<file path="src/rtl/delay_slot_arbiter_if.sv">
// Bundle of signals between the requesting control FSMs and the shared
// delay-slot arbiter. The arbiter sits on the slave modport. The requester
// side, or a bench, sits on the master modport.
//
// Handshake: a requester raises req[i] and holds it for the whole slot.
// It owns the counter while gnt[i] is high. done[i] pulses for one cycle
// when the N-cycle count completes. The requester should drop req[i] after
// it sees done[i]. If it drops req[i] before done, the slot is aborted
// without a done pulse.
interface delay_slot_arbiter_if #(
    parameter int NREQ  = 4,
    parameter int CBITS = 11
);
    logic [NREQ-1:0]  req;
    logic [NREQ-1:0]  gnt;
    logic [NREQ-1:0]  done;
    logic             busy;
    logic [CBITS-1:0] cnt;
    logic             err;

    modport master (
        output req,
        input  gnt,
        input  done,
        input  busy,
        input  cnt,
        input  err
    );

    modport slave (
        input  req,
        output gnt,
        output done,
        output busy,
        output cnt,
        output err
    );
endinterface

</file>
<file path="src/rtl/delay_slot_arbiter.sv">
// Round-robin arbiter that lends one shared N-cycle delay counter to NREQ
// requesters. The flow is IDLE (arbitrate) -> COUNT (run 0..N) -> DONE
// (one-cycle done pulse) -> IDLE. There is always one IDLE cycle between
// grants. The round-robin pointer moves past the winner only when its slot
// ends, whether the slot completes or is aborted.
module delay_slot_arbiter #(
    parameter int NREQ  = 4,
    parameter int N     = 1250,
    parameter int CBITS = 11
) (
    input  logic                 clk,
    input  logic                 rst,
    delay_slot_arbiter_if.slave  bus,
    output logic [1:0]           state_dbg
);
    localparam int PW = (NREQ > 1) ? $clog2(NREQ) : 1;
    localparam int SW = PW + 1;

    localparam logic [1:0] S_IDLE  = 2'd0;
    localparam logic [1:0] S_COUNT = 2'd1;
    localparam logic [1:0] S_DONE  = 2'd2;

    localparam logic [CBITS-1:0] CNT_N    = CBITS'(N);
    localparam logic [CBITS-1:0] CNT_LAST = CBITS'(N - 1);
    localparam logic [PW-1:0]    W_LAST   = PW'(NREQ - 1);
    localparam logic [SW-1:0]    NREQ_W   = SW'(NREQ);
    localparam logic [NREQ-1:0]  ONE_HOT0 = NREQ'(1);

    logic [1:0]       state_q, state_d;
    logic [NREQ-1:0]  gnt_q,   gnt_d;
    logic [NREQ-1:0]  done_q,  done_d;
    logic [CBITS-1:0] cnt_q,   cnt_d;
    logic [PW-1:0]    ptr_q,   ptr_d;
    logic [PW-1:0]    w_q,     w_d;
    logic             err_q,   err_d;

    logic             req_any;
    logic             req_w;
    logic             win_found;
    logic [PW-1:0]    win_idx;
    logic [SW-1:0]    cand_sum;
    logic [PW-1:0]    cand_idx;
    logic [PW-1:0]    ptr_next;
    logic             gnt_bad;
    logic             cnt_bad;

    // Request summary, and whether the current owner still holds its request.
    always_comb begin
        req_any = |bus.req;
        req_w   = |(bus.req & (ONE_HOT0 << w_q));
    end

    // Round-robin search. Take the first set req bit from ptr upward, wrapping modulo NREQ.
    always_comb begin
        win_found = 1'b0;
        win_idx   = ptr_q;
        cand_sum  = '0;
        cand_idx  = '0;
        for (int i = 0; i < NREQ; i++) begin
            cand_sum = {1'b0, ptr_q} + SW'(i);
            if (cand_sum >= NREQ_W) begin
                cand_sum = cand_sum - NREQ_W;
            end
            cand_idx = cand_sum[PW-1:0];
            if (!win_found && (|(bus.req & (ONE_HOT0 << cand_idx)))) begin
                win_found = 1'b1;
                win_idx   = cand_idx;
            end
        end
    end

    // Pointer value that follows the current owner, wrapping after the last requester.
    always_comb begin
        if (w_q == W_LAST) begin
            ptr_next = '0;
        end else begin
            ptr_next = w_q + PW'(1);
        end
    end

    // Slot sequencing: arbitrate in IDLE, count in COUNT, pulse done in DONE.
    always_comb begin
        state_d = state_q;
        gnt_d   = gnt_q;
        done_d  = '0;
        cnt_d   = cnt_q;
        ptr_d   = ptr_q;
        w_d     = w_q;
        case (state_q)
            S_IDLE: begin
                if (req_any) begin
                    w_d     = win_idx;
                    gnt_d   = ONE_HOT0 << win_idx;
                    cnt_d   = '0;
                    state_d = S_COUNT;
                end
            end
            S_COUNT: begin
                if (!req_w) begin
                    // The owner gave up early. Release the counter with no done pulse.
                    gnt_d   = '0;
                    cnt_d   = '0;
                    ptr_d   = ptr_next;
                    state_d = S_IDLE;
                end else if (cnt_q == CNT_LAST) begin
                    cnt_d   = CNT_N;
                    done_d  = ONE_HOT0 << w_q;
                    state_d = S_DONE;
                end else begin
                    cnt_d = cnt_q + CBITS'(1);
                end
            end
            S_DONE: begin
                // req is ignored here. This state always lasts exactly one cycle.
                gnt_d   = '0;
                cnt_d   = '0;
                ptr_d   = ptr_next;
                state_d = S_IDLE;
            end
            default: begin
                gnt_d   = '0;
                cnt_d   = '0;
                state_d = S_IDLE;
            end
        endcase
    end

    // Sticky fault detector. It watches the registered grant and counter for impossible values.
    always_comb begin
        gnt_bad = (gnt_q & (gnt_q - ONE_HOT0)) != '0;
        cnt_bad = cnt_q > CNT_N;
        err_d   = err_q | gnt_bad | cnt_bad;
    end

    // State registers with asynchronous active-high reset.
    always_ff @(posedge clk or posedge rst) begin
        if (rst) begin
            state_q <= S_IDLE;
            gnt_q   <= '0;
            done_q  <= '0;
            cnt_q   <= '0;
            ptr_q   <= '0;
            w_q     <= '0;
            err_q   <= 1'b0;
        end else begin
            state_q <= state_d;
            gnt_q   <= gnt_d;
            done_q  <= done_d;
            cnt_q   <= cnt_d;
            ptr_q   <= ptr_d;
            w_q     <= w_d;
            err_q   <= err_d;
        end
    end

    // Output drive. busy is decoded directly from the registered state.
    always_comb begin
        bus.gnt   = gnt_q;
        bus.done  = done_q;
        bus.cnt   = cnt_q;
        bus.err   = err_q;
        bus.busy  = (state_q != S_IDLE);
        state_dbg = state_q;
    end

    // A done pulse always belongs to the current grant holder.
    a_done_matches_gnt: assert property (@(posedge clk) disable iff (rst)
        (done_q != '0) |-> (gnt_q == done_q));

    // A grant is held exactly while the slot is active.
    a_gnt_iff_active: assert property (@(posedge clk) disable iff (rst)
        (gnt_q != '0) == (state_q == S_COUNT || state_q == S_DONE));

    // Each grant yields at most one done pulse, so done never lasts two cycles.
    a_done_single: assert property (@(posedge clk) disable iff (rst)
        (done_q != '0) |=> (done_q == '0));
endmodule

</file>
<file path="src/flat_wrapper.sv">
// flat-port wrapper written by rule: the top's interface ports become plain ports
module delay_slot_arbiter_flat 
#(
    parameter int NREQ  = 4,
    parameter int N     = 1250,
    parameter int CBITS = 11
)
  (clk, rst, state_dbg, bus_req, bus_gnt, bus_done, bus_busy, bus_cnt, bus_err);
  delay_slot_arbiter_if #(.NREQ(NREQ), .CBITS(CBITS)) bus_i ();
  input  logic clk;
  input  logic rst;
  output logic [1:0] state_dbg;
  input wire logic [$bits(bus_i.req)-1:0] bus_req;
  output wire logic [$bits(bus_i.gnt)-1:0] bus_gnt;
  output wire logic [$bits(bus_i.done)-1:0] bus_done;
  output wire logic [$bits(bus_i.busy)-1:0] bus_busy;
  output wire logic [$bits(bus_i.cnt)-1:0] bus_cnt;
  output wire logic [$bits(bus_i.err)-1:0] bus_err;
  assign bus_i.req = bus_req;
  assign bus_gnt = bus_i.gnt;
  assign bus_done = bus_i.done;
  assign bus_busy = bus_i.busy;
  assign bus_cnt = bus_i.cnt;
  assign bus_err = bus_i.err;
  delay_slot_arbiter #(.NREQ(NREQ), .N(N), .CBITS(CBITS)) u_core (.clk(clk), .rst(rst), .bus(bus_i), .state_dbg(state_dbg));
endmodule
</file>
<file path="config.mk">
export PLATFORM = sky130hd
export DESIGN_NAME = delay_slot_arbiter_flat
export DESIGN_NICKNAME = d
export VERILOG_FILES = /design/src/rtl/delay_slot_arbiter_if.sv /design/src/rtl/delay_slot_arbiter.sv /design/src/flat_wrapper.sv
export SDC_FILE = /design/constraint.sdc
export NUM_CORES = 1
export LEC_CHECK = 0
export CAP_MARGIN = 0
export CELL_PAD_IN_SITES_DETAIL_PLACEMENT = 2
export CELL_PAD_IN_SITES_GLOBAL_PLACEMENT = 2
export CORE_MARGIN = 4
export CORE_UTILIZATION = 25
export DETAILED_ROUTE_END_ITERATION = 16
export GPL_ROUTABILITY_DRIVEN = 0
export GPL_TIMING_DRIVEN = 0
export PLACE_DENSITY_LB_ADDON = 0.2
export SETUP_SLACK_MARGIN = 0.2
export SLEW_MARGIN = 40
export SYNTH_ARGS = -nofsm -noshare
export SYNTH_HDL_FRONTEND = slang
export SYNTH_SLANG_ARGS = --single-unit
</file>
<file path="constraint.sdc">
create_clock -name clk -period 2.1 [get_ports clk]
set_input_delay 0.315 -clock clk [delete_from_list [all_inputs] [get_ports clk]]
set_output_delay 0.315 -clock clk [all_outputs]
set_load 0.005 [all_outputs]
</file>
# Word level (Yosys, flattened, before mapping)
# Index checks and enable logic that the tools add are counted.
# word_totals
register_bits	26
latchBits	0
ram_bits	0
rom_bits	0
inputBits	6
output_inout_bits	23
elab_cells	91
n_memories	0
# classes
n_addsub	10
mul	0
n_div	0
n_lt_le_gt_ge	5
n_eq_ne	7
shift	6
mux	28
bitwise	8
n_reduce_logical	20
# op_table
operator	n
$mux W11	3
$mux W2	13
$and A4 B4 Y4	6
$reduce_or A4 Y1	6
$shl A1 B2 Y4 const A	6
$pmux W11 S2	1
$mux W4	5
$add A11 B1 Y11 const B	1
$eq A11 B11 Y1 const B	1
$gt A11 B11 Y1 const B	1
$ge A3 B3 Y1 const B	3
$pmux W2 S2	2
$pmux W4 S2	1
$reduce_and A2 Y1	4
$sub A2 B1 Y2 const B	4
$add A2 B2 Y3 const B	2
$eq A2 B2 Y1 const B	2
$reduce_bool A2 Y1	2
$reduce_bool A4 Y1	1
$sub A4 B1 Y4 const B	1
$add A2 B1 Y3 const B	1
$ge A2 B3 Y1 const B	1
$logic_and A1 B1 Y1	3
$logic_not A1 Y1	3
8 further kinds	11

# Depth between registers and ports, before layout
# Gate-level depths: netlist (run 1).
# logic_depth
ltp_word	18
depth_mapped	8
depth_no_buf	7

# Worst setup path before layout (run 1)
# OpenSTA, ideal clock, no wires.
# synth_path
path_type	reg-to-reg
from	reg u_core.ptr_q[0]
to	reg u_core.w_q[1]
setup_ns	0.125
t_arrival_ns	2.037
required_time_ns	1.975
setup_slack_ns	-0.061
stages_incl_launch_ff	8
n_path_buf	0
synth_period_minus_slack_ns	2.161
cell_sequence	dfrtp_1 inv_1 ha_1 a22oi_1 nand2_1 a41o_1 or4b_4 mux2_2
# synth_via
elab_chain_len	15
elab_cells_between_ends	40
classes_between	add/sub (7); order compare (4); shift (4); mux (11); bitwise (4); reduce/logical (10)
# synth_lines
element	line	rtl
from (decl)	delay_slot_arbiter.sv:33	logic [PW-1:0] ptr_q, ptr_d;
from (signal assigned)	delay_slot_arbiter.sv:150	ptr_q <= ptr_d;
parallel branches: the longest is 14 deep, another holds $add A2 B1 Y3	n/a	
$mux W2 *	delay_slot_arbiter.sv:65	if (!win_found && (|(bus.req & (ONE_HOT0 << cand_idx)))) begin
to (signal assigned)	delay_slot_arbiter.sv:151	w_q <= w_d;
to (decl)	delay_slot_arbiter.sv:34	logic [PW-1:0] w_q, w_d;
# Mark *: on every way between the ends.
# A chain may end at the register's enable or synchronous reset.

# Final worst setup path (run 1)
# layout_path
from	reg u_core.ptr_q[1]
to	reg u_core.w_q[1]
# Same word-level chain as after synthesis.

==> flow_summary.yaml, run 1 <==
synthesis:
  synth-edff-count: 0
  synth_common_cells: "dfrtp_1, nand2_1, o21ai_0"
  yosysMostFrequentCell: "dfrtp_1"
  yosysWarningCount: 0
  syn_area_um2: 1535
  yosys.area.top_type_share_pct: 42.38
  synth_seq_area_share_pct: 42.38
  syn_avg_cell_area_um2: 9.841
  synth.distinct_cells: 39
  synth.area.top_cells: "dfrtp_1, ha_1, o21ai_0, nand2_1, a21o_1"
  synth_flop_cell: "dfrtp_1"
  synthCells: 156
  async_flop_share_pct: 100.0
  yosysTopAreaCell: "dfrtp_1"
  syn_nets: 173
  ys_ff_latch: 26
power_and_ir_drop:
  power_switching_w: 0.001020
  p_sw_share_pct: 41.91
  power.leakage_nw: 0.9393
  power_frac_comb_pct: 57.4
  ir_drop_mv: 0.5112
  p_seq_share_pct: 30.5
  p_int_w: 0.001414
  power.total_w: 0.002434
  p_per_area_nw_per_um2: 1163
  p_clk_share_pct: 12.1
global_routing:
  grt_max_degree: 27
  grt-ovfl-total: 0
  grt_pass1_wl_um: 7672
  grt_pass1_vias: 1536
  grt_use_total_pct: 12.97
  antenna_found_initial: 0
clock_network:
  cts_made_buffers: 3
  cts_tree: "done"
  cts_max_level: 1
  cts.path.max_buffers: 2
  clk-insertion-delay-late_ns: 0.27
  clk_pin_slew_ns: 0.09
  clock-sinks: 26
  postCtsHoldBufs: 0
  cts.root.buffer_cell: "clkbuf_8"
route:
  drt-wirelength-per-cell_um: 16.92
  via_per_inst: 5.081
  drtIter0Drc: 35
  postRouteWirelength_um: 4569
  first_pass_iters: 4
  drtAntennaViolNets: 0
  vias: 1372
  drc: 0
sta:
  slew_violations: 0
  fin_crit_sh_pct: 105.6
  setup_ws_ns: -0.1171
  hold_violations: 0
  setup_viol: 5
  fin_crit_ns: 2.217
  fmax_mhz: 451.0
  clock_skew_ns: 0.002453
  slew_headroom_pct: 61.76
  hold_slack_ns: 0.4159
  rsz0062_at_grt: "yes"
  worst_pin_slew_ns: 0.5727
worst_setup_path:
  crit_fanout: 5
  cp.arrival_ns: 2.38
  crit_path_start: "u_core.ptr_q[1]"
  reg2reg_to: "u_core.w_q[1]"
  endpoint_kind: "register"
  cp.required_ns: 2.26
  regToRegSetupSlack_ns: -0.12
  r2r_cells: 7
  startpoint_type: "register"
  crit_end: "u_core.w_q[1]"
  r2r_start: "u_core.ptr_q[1]"
  setup.worst_path.class: "reg -> reg"
placement:
  dp_worst_setup_slack_ns: -0.5926
  portBuffers: 28
  placed_area_um2: 1964
  dp_hpwl_um: 3560
  dp.cells: 259
outcome:
  violations: "negative setup slack"
  status: "complete, but fails checks"
final_layout:
  nFillCells: 659
  area_growth_pct: 36.27
  antenna_cells: 0
  drive_gt1_share_pct: 20.51
  finalNonFillerCells: 270
  nets: 213
  final_cell_area_um2: 2092
floorplanning:
  start_util_pct: 25.78
  die_w_um: 86.37
  die_y_um: 86.37
  row_count: 28
  core_area_um2: 5956
  die_area_um2: 7459
  io_pins: 29
run:
  maxCapViolations: 0
min_path:
  hold_path.class: "in -> async"
-- critical path, cell delays in order (launching register included) --
cell and delay [ns]:
dfrtp_2 0.46, inv_2 0.15, ha_4 0.18, a22oi_2 0.10, and2_4 0.18, a41o_1 0.23, or4b_4 0.52, mux2_2 0.28
-- layout by cell type, fill, tap and decap left out, types with 3 or more instances in the layout --
cell              n
a21o_1            5
a22o_1            3
a22o_2            3
a22oi_2           4
and2_1            4
and3_1            5
buf_4             7
clkbuf_8          3
clkdlybuf4s50_1  24
dfrtp_1          24
dlygate4sd2_1     4
ha_1              7
ha_4              3
inv_1             6
nand2_1          17
nand3_1           4
nor2_1            7
nor3_1            3
nor3b_1           4
o21ai_0          14
o31ai_1           3
xnor2_1           3
-- power groups by stage --
| stage | Combinational [W] | Clock (W) | Sequential, W |
|---|---|---|---|
| floorplan | 0.000887 | 0 | 0.000712 |
| global placement | 0.00119 | 0 | 0.000739 |
| detailed placement | 0.00128 | 0 | 0.000749 |
| CTS | 0.00137 | 0.000305 | 0.000746 |
| global route | 0.00156 | 0.000332 | 0.000761 |
| finish | 0.00140 | 0.000295 | 0.000741 |
-- final cells by class --
| class | count | area [um^2] | share of cell area, % |
|---|---|---|---|
| multi-input cells | 120 | 928.4 | 44.38 |
| inverters | 9 | 36.28 | 1.734 |
| plain buffers | 1 | 7.507 | 0.3589 |
| well taps | 75 | 93.84 | 4.486 |
| flip-flops and latches | 26 | 653.1 | 31.22 |
| repair buffers | 35 | 327.8 | 15.67 |
| clock buffers | 4 | 45.04 | 2.153 |
-- logic make-up (layout without fill, tap and decap cells) --
group	Yosys count	in the layout	share of synthesized area, %
adder cells (fa/ha/maj)	12	12	9.617
flip-flops	26	26	42.38
multiplexers	2	2	1.467
buffers and inverters	10	49	2.526
AO/OA/AOI/OAI	44	44	21.11
AND/OR/NAND/NOR	57	57	20.05
XOR/XNOR	5	5	2.853
-- routing by layer --
layer / up-vias / routed length [um] / share of wire, % / global-route usage [%]
met2: 21 / 2547 / 56 / 25.52
li1: 643 / - / - / -
met4: 0 / 85 / 1.9 / 4.108
met5: - / 0 / 0 / 0
met3: 6 / 98 / 2.1 / 1.521
met1: 702 / 1837 / 40 / 14.20
-- registers in the layout, summed over array words and instances (netlist names) --
signal	flops
u_core.w_q	2
u_core.bus.done	4
u_core.bus.gnt	4
u_core.bus.cnt	11
u_core.bus.err	1
u_core.state_dbg	2
u_core.ptr_q	2
-- worst min path at each step --
stage                              start                  to  slack [ns]  cells past startpoint
final                                rst   u_core.bus.cnt[7]        0.42                      2
after global routing                 rst   u_core.bus.cnt[6]        0.45                      2
after CTS                            rst  u_core.bus.done[3]        0.44                      2
after detailed placement  u_core.bus.err      u_core.bus.err        0.47                      1
after global placement    u_core.bus.err      u_core.bus.err        0.44                      1
after floorplan                      rst   u_core.bus.cnt[0]        0.35                      1
-- stage by stage --
step / util [%] / TNS [ns]
2_1_floorplan: - / 0
3_3_place_gp: 32.98 / -5.721
3_5_place_dp: 32.98 / -7.551
4_1_cts: 34.60 / -0.6660
5_1_grt: 35.13 / -1.100
6_report: 35.13 / -0.4632
-- what timing repair did --
item,4_1_cts,5_1_grt
pin swaps,9,6
gates resized for setup,11,3
buffers inserted,4,3
gates cloned,0,0
setup endpoints to repair,23,15
Power figures use the tool's default switching activity.
==> inputs of run 2 (changes only) <==
--- a/config.mk
+++ b/config.mk
@@ -5,6 +5,7 @@
 export SDC_FILE = /design/constraint.sdc
 export NUM_CORES = 1
 export LEC_CHECK = 0
+export ABC_CLOCK_PERIOD_IN_PS = 2100
 export CAP_MARGIN = 0
 export CELL_PAD_IN_SITES_DETAIL_PLACEMENT = 2
 export CELL_PAD_IN_SITES_GLOBAL_PLACEMENT = 2
==> results of run 2 <==
No change in the layout: final DEF, timing and power equal those of run 1.
